===== config.mk =====
export PLATFORM = sky130hd
export DESIGN_NAME = mc_controller_ws
export DESIGN_NICKNAME = d
export VERILOG_FILES = /design/src/rtl/mc_controller_ws.sv
export SDC_FILE = /design/constraint.sdc
export NUM_CORES = 1
export LEC_CHECK = 0
export CAP_MARGIN = 20
export CORE_UTILIZATION = 41
export DETAILED_ROUTE_END_ITERATION = 10
export GPL_ROUTABILITY_DRIVEN = 0
export HOLD_SLACK_MARGIN = 0.05
export PLACE_DENSITY_LB_ADDON = 0.1
export SLEW_MARGIN = 30
export SYNTH_ARGS = -nofsm -noshare
export SYNTH_HDL_FRONTEND = slang
export SYNTH_SLANG_ARGS = --single-unit

===== constraint.sdc =====
create_clock -name clk -period 3.7 [get_ports clk]
set_input_delay 0.925 -clock clk [delete_from_list [all_inputs] [get_ports clk]]
set_output_delay 0.925 -clock clk [all_outputs]
set_load 0.05 [all_outputs]

===== src/rtl/mc_controller_ws.sv =====
// Multicycle ARM control unit: main FSM, decode, flag register and condition check,
// with memory wait-state watchdog, multi-cycle multiply and a register write-port vector.
module mc_controller_ws #(
    parameter int unsigned NUM_WPORTS   = 2,
    parameter int unsigned MEM_WAIT_MAX = 15,
    parameter int unsigned MUL_CYCLES   = 4
) (
    input  logic                  clk,
    input  logic                  reset,
    input  logic [31:0]           Instr,
    input  logic [3:0]            ALUFlags,
    input  logic                  MemReady,
    output logic                  MemReq,
    output logic                  MemFault,
    output logic                  PCWrite,
    output logic                  MemWrite,
    output logic [NUM_WPORTS-1:0] RegWrite,
    output logic                  IRWrite,
    output logic                  AdrSrc,
    output logic [1:0]            RegSrc,
    output logic [1:0]            ALUSrcA,
    output logic [1:0]            ALUSrcB,
    output logic [1:0]            ResultSrc,
    output logic [1:0]            ImmSrc,
    output logic [2:0]            ALUControl,
    output logic [3:0]            Flags
);

    typedef enum logic [3:0] {
        S_FETCH, S_DECODE, S_MEMADR, S_MEMREAD, S_MEMWB, S_MEMWRITE,
        S_EXECR, S_EXECI, S_MUL, S_ALUWB, S_BRANCH, S_FAULT
    } state_t;

    localparam logic [7:0] WAIT_LAST = 8'(MEM_WAIT_MAX - 1);
    localparam logic [3:0] MUL_LAST  = 4'(MUL_CYCLES - 1);

    state_t     state, state_next;
    logic       cond_ex;
    logic [7:0] wait_cnt;
    logic [3:0] mul_cnt;
    logic       mul_last, alu_cycle, nz_we, cv_we;
    logic       is_mul, is_cmp, is_arith, rd_pc;
    logic [1:0] op;
    logic [3:0] cmd;
    logic [2:0] alu_dec;
    logic       unused_bits;

    assign op          = Instr[27:26];
    assign cmd         = Instr[24:21];
    assign rd_pc       = (Instr[15:12] == 4'hF);
    assign is_mul      = (op == 2'b00) && !Instr[25] && (Instr[7:4] == 4'b1001);
    assign is_cmp      = (cmd == 4'b1010) && !is_mul;
    assign is_arith    = (cmd == 4'b0100) || (cmd == 4'b0010) || (cmd == 4'b1010);
    assign mul_last    = (mul_cnt == MUL_LAST);
    assign ImmSrc      = op;
    assign RegSrc      = {(op == 2'b01) && !Instr[20], op == 2'b10};
    assign unused_bits = ^{Instr[19:16], Instr[11:8], Instr[3:0]};

    function automatic logic cond_check(input logic [3:0] c, input logic [3:0] f);
        logic n, z, cy, v;
        {n, z, cy, v} = f;
        unique case (c)
            4'b0000: return z;
            4'b0001: return !z;
            4'b0010: return cy;
            4'b0011: return !cy;
            4'b0100: return n;
            4'b0101: return !n;
            4'b0110: return v;
            4'b0111: return !v;
            4'b1000: return cy && !z;
            4'b1001: return !cy || z;
            4'b1010: return n == v;
            4'b1011: return n != v;
            4'b1100: return !z && (n == v);
            4'b1101: return z || (n != v);
            4'b1110: return 1'b1;
            default: return 1'b0;
        endcase
    endfunction

    always_comb begin
        unique case (cmd)
            4'b0100: alu_dec = 3'b000;
            4'b0010: alu_dec = 3'b001;
            4'b1010: alu_dec = 3'b001;
            4'b1100: alu_dec = 3'b011;
            default: alu_dec = 3'b010;
        endcase
    end

    always_ff @(posedge clk or negedge reset) begin
        if (!reset) begin
            state    <= S_FETCH;
            Flags    <= '0;
            cond_ex  <= 1'b0;
            wait_cnt <= '0;
            mul_cnt  <= '0;
        end else begin
            state <= state_next;
            if (state == S_DECODE)
                cond_ex <= cond_check(Instr[31:28], Flags);
            if (nz_we)
                Flags[3:2] <= ALUFlags[3:2];
            if (cv_we)
                Flags[1:0] <= ALUFlags[1:0];
            // Counter restarts whenever the access completes or the FSM moves on.
            if (MemReq && !MemReady && (state_next == state))
                wait_cnt <= wait_cnt + 8'd1;
            else
                wait_cnt <= '0;
            if (state == S_MUL && !mul_last)
                mul_cnt <= mul_cnt + 4'd1;
            else
                mul_cnt <= '0;
        end
    end

    always_comb begin
        state_next = state;
        MemReq     = 1'b0;
        PCWrite    = 1'b0;
        MemWrite   = 1'b0;
        RegWrite   = '0;
        IRWrite    = 1'b0;
        AdrSrc     = 1'b0;
        ALUSrcA    = 2'b00;
        ALUSrcB    = 2'b00;
        ResultSrc  = 2'b00;
        ALUControl = 3'b000;
        alu_cycle  = 1'b0;
        MemFault   = (state == S_FAULT);
        unique case (state)
            S_FETCH: begin
                MemReq    = 1'b1;
                ALUSrcA   = 2'b01;
                ALUSrcB   = 2'b10;
                ResultSrc = 2'b10;
                if (MemReady) begin
                    IRWrite    = 1'b1;
                    PCWrite    = 1'b1;
                    state_next = S_DECODE;
                end
            end
            S_DECODE: begin
                ALUSrcA   = 2'b01;
                ALUSrcB   = 2'b10;
                ResultSrc = 2'b10;
                unique case (op)
                    2'b01:   state_next = S_MEMADR;
                    2'b10:   state_next = S_BRANCH;
                    2'b00:   state_next = Instr[25] ? S_EXECI : (is_mul ? S_MUL : S_EXECR);
                    default: state_next = S_FETCH;
                endcase
            end
            S_MEMADR: begin
                ALUSrcB    = 2'b01;
                state_next = Instr[20] ? S_MEMREAD : S_MEMWRITE;
            end
            S_MEMREAD: begin
                MemReq = 1'b1;
                AdrSrc = 1'b1;
                if (MemReady)
                    state_next = S_MEMWB;
            end
            S_MEMWB: begin
                ResultSrc   = 2'b01;
                RegWrite[0] = cond_ex;
                PCWrite     = cond_ex && rd_pc;
                state_next  = S_FETCH;
            end
            S_MEMWRITE: begin
                MemReq   = 1'b1;
                AdrSrc   = 1'b1;
                MemWrite = cond_ex && MemReady;
                if (MemReady)
                    state_next = S_FETCH;
            end
            S_EXECR, S_EXECI: begin
                ALUSrcB    = (state == S_EXECI) ? 2'b01 : 2'b00;
                ALUControl = alu_dec;
                alu_cycle  = 1'b1;
                state_next = S_ALUWB;
            end
            S_MUL: begin
                ALUControl = 3'b100;
                alu_cycle  = mul_last;
                if (mul_last)
                    state_next = S_ALUWB;
            end
            S_ALUWB: begin
                RegWrite[0] = cond_ex && (is_mul || !is_cmp);
                RegWrite[1] = cond_ex && is_mul && Instr[23];
                PCWrite     = cond_ex && (is_mul || !is_cmp) && rd_pc;
                state_next  = S_FETCH;
            end
            S_BRANCH: begin
                ALUSrcA    = 2'b10;
                ALUSrcB    = 2'b01;
                ResultSrc  = 2'b10;
                PCWrite    = cond_ex;
                state_next = S_FETCH;
            end
            S_FAULT: state_next = S_FAULT;
            default: state_next = S_FETCH;
        endcase
        if (MemReq && !MemReady && (wait_cnt == WAIT_LAST))
            state_next = S_FAULT;
        // Multiply results only carry N and Z; logical ops likewise leave C and V alone.
        nz_we = alu_cycle && cond_ex && (Instr[20] || is_cmp);
        cv_we = nz_we && (state != S_MUL) && is_arith;
    end

endmodule

==> flow_summary.ini <==
[grt]
grt_overflow = 0
grt_max_degree = 22
grt_util_all_layers_pct = 20.1
grt_first_pass_wirelength_mm = 6.56
first_global_vias = 1511
antenna_found_initial = 0

[floorplan]
ioPinCount = 64
floorplan.core_area_um2 = 3690
initial_utilization_pct = 42.8
fp-row-count = 22
die_x_um = 64.0
die_area_um2 = 4100
chipHeight_um = 64.0

[timing]
timing.fmax_ghz = 0.280
max_clock_skew_ns = 0.00420
setup_slack_ns = 0.128
worst-slew-pin-transition_ns = 0.514
final_hold_violating_endpoints = 0
finalSetupViolCount = 0
report.final.slew_viol_count = 0
timing.max_slew.rel_slack_pct = 65.6
final.setup.tns_ns = 0
grt_setup_unrepaired = false
layout_worst_path_cycle_share_pct = 96.5
fin_crit_ns = 3.57

[finish]
mostFrequentLayoutCells = sky130_fd_sc_hd__clkdlybuf4s50_1, sky130_fd_sc_hd__dfrtp_1, sky130_fd_sc_hd__nor2_1
sequential_cell_area_um2 = 526
layout-drive-gt1-share_pct = 12.6
multi_input_comb_area_um2 = 985
antenna-diode-count = 0
area_delta_synth_final_pct = 40.0
fin_nets = 273
fin_cells = 278
n_fill_cell = 340
layout_commonest_cell = sky130_fd_sc_hd__clkdlybuf4s50_1
fin_area_um2 = 2210

[cts]
clk_pin_slew_ns = 0.07
number_of_gates_given_a_new_drive_strength_after_cts = 0
post_cts.repair.setup_buffers = 0
cts_num_sinks = 21
hold_buffers = 0
cts_inserted_buffers = 3
ctsLongestPathBuffers = 2
buffer_type_at_the_clock_tree_root = sky130_fd_sc_hd__clkbuf_8
tritoncts_clock_tree = done
cts_max_level = 1
insertion_delay_ns = 0.26

[setup_path]
critical_path.endpoint_type = output port
worst-setup-path-type = input pin to output port
cp_data_required_time_ns = 2.77
critical_path.reg2reg.endpoint = Flags[3]
critPathLaunch = Instr[27]
path_max_fanout = 3
slowest_stage = sky130_fd_sc_hd__clkdlybuf4s50_1
r2r_cells = 4
cp_data_arrival_time_ns = 2.65
start_kind = input pin
critical-path-max-stage-delay_ns = 0.45
critical_path.reg2reg.startpoint = state[1]
r2r_slack_ns = 1.58
path_cells = clkdlybuf4s50_1, nor4b_1, buf_4, a21oi_1, a2bb2oi_1, o21ai_0, buf_12

[min_path]
worst_hold_path_type = register to register
hold_depth = 1
holdCritStartpoint = mul_cnt[0]
endpoint_of_the_worst_hold_path = mul_cnt[0]

[pwr]
power.leakage_uw = 0.000951
worst_ir_drop_vdd_v = 0.000371
pwr_density_cell_nw_per_um2 = 647
design_power_total_uw = 1430

[detailed_routing]
detailedRoute.firstPassIterationCount = 4
totalWireLength_mm = 3.99
route.detailed.vias_per_inst = 5.46
drt_iter0_drc = 56
remaining_drc_errors = 0
number_of_nets_still_failing_antenna_checks_after_routing = 0
via_count = 1518
wl_per_cell_um = 14.3

[placement]
placed_cells = 274
dp_worst_setup_slack_ns = 0.123
port-buffer-count = 51
place_hpwl_mm = 3.14
cell_area_after_placement_um2 = 2160

[logic_synthesis]
synth.largest_area_cell = sky130_fd_sc_hd__dfrtp_1
syn_nets = 223
synthDominantCellAreaShare_pct = 33.3
synth_edf_count = 0
synth.area.top_cells = sky130_fd_sc_hd__dfrtp_1, sky130_fd_sc_hd__nor2_1, sky130_fd_sc_hd__nor2b_1
synthesis.yosys.warnings = 0
count_of_cell_types_in_the_netlist = 47
seq_area_frac_synth_pct = 33.3
synth-async-reset-ratio_pct = 100
synthCells = 181
ys_dominant_reg_cell = sky130_fd_sc_hd__dfrtp_1
ys_ff_latch = 21
syn_area_um2 = 1580
avgSynthCellArea_um2 = 8.72

[run_status]
run_status = completed

[run]
drv_cap = 0
## Yosys cell counts, types with 2 or more instances
library cell	number
sky130_fd_sc_hd__dfrtp_1	21
sky130_fd_sc_hd__nor2_1	21
sky130_fd_sc_hd__nand2_1	12
sky130_fd_sc_hd__nor2b_1	12
sky130_fd_sc_hd__xor2_1	8
sky130_fd_sc_hd__a21oi_1	7
sky130_fd_sc_hd__and3_1	6
sky130_fd_sc_hd__clkbuf_1	6
sky130_fd_sc_hd__nand4_1	6
sky130_fd_sc_hd__and2_1	5
sky130_fd_sc_hd__inv_1	5
sky130_fd_sc_hd__nor3b_1	5
sky130_fd_sc_hd__nand2b_1	4
sky130_fd_sc_hd__nand3_1	4
sky130_fd_sc_hd__xnor2_1	4
sky130_fd_sc_hd__and4_1	3
sky130_fd_sc_hd__buf_4	3
sky130_fd_sc_hd__ha_1	3
sky130_fd_sc_hd__mux2i_1	3
sky130_fd_sc_hd__nand3b_1	3
sky130_fd_sc_hd__nor3_1	3
sky130_fd_sc_hd__a211oi_1	2
sky130_fd_sc_hd__a31oi_1	2
sky130_fd_sc_hd__mux2_2	2
sky130_fd_sc_hd__mux2_4	2
sky130_fd_sc_hd__nand4b_1	2
sky130_fd_sc_hd__nand4bb_1	2
sky130_fd_sc_hd__nor4bb_1	2
sky130_fd_sc_hd__o211a_1	2
sky130_fd_sc_hd__o211ai_1	2
sky130_fd_sc_hd__o21ai_0	2
sky130_fd_sc_hd__or4b_1	2
## final cells by class
class	count	share of cell area [%]
repair buffers	56	25.8
flip-flops and latches	21	23.8
multi-input cells	144	44.6
clock inverters	1	0.340
clock buffers	3	1.87
inverters	5	0.850
well taps	48	2.72
## registers in the layout, summed over array words and instances, names as in the netlist
| name | flops |
|---|---|
| cond_ex | 1 |
| state | 4 |
| wait_cnt | 8 |
| Flags | 4 |
| mul_cnt | 4 |
## critical path: cells and delay by family
family | cells | cell delay [ns]
AND/OR/NAND/NOR | 1 | 0.30
buffers and inverters | 3 | 0.81
AO/OA/AOI/OAI | 3 | 0.62
## where the power goes
group          switching, uW  total [uW]  internal [uW]
clock                   77.1         153           76.1
sequential              86.6         364            277
combinational            557         912            355
total                    721        1430            708
## layer usage
layer | wire length (um) | GRT usage, % | vias up
met5 | 0 | 0 | -
met4 | 14 | 1.99 | 0
met3 | 132 | 4.29 | 2
met2 | 2190 | 38.8 | 28
met1 | 1660 | 23.1 | 745
li1 | - | - | 743
## how the worst max path moves through the flow
stage                     endpoint  depth (start not counted)
final                      PCWrite                          7
after global routing       PCWrite                          7
after CTS                  PCWrite                          7
after detailed placement   PCWrite                          7
after global placement     PCWrite                          7
after floorplan            PCWrite                          4
## per-stage QoR
| stage | utilization, % | hold slack, ns |
|---|---|---|
| floorplan | - | 0.429 |
| global placement | 58.5 | 0.440 |
| finish | 59.9 | 0.472 |
| detailed placement | 58.5 | 0.457 |
| global route | 59.9 | 0.495 |
| CTS | 59.9 | 0.467 |
## cells by family (layout without fill, tap and decap cells)
logic type	after synthesis	after routing	share of synthesized area [%]
simple gates	96	96	35.6
compound gates	26	26	12.2
flops	21	21	33.3
buf+inv	16	65	4.60
xor+xnor	12	12	6.66
mux	7	7	5.23
fa+ha+maj	3	3	2.38
No activity file was read; power rests on OpenSTA's default activity.
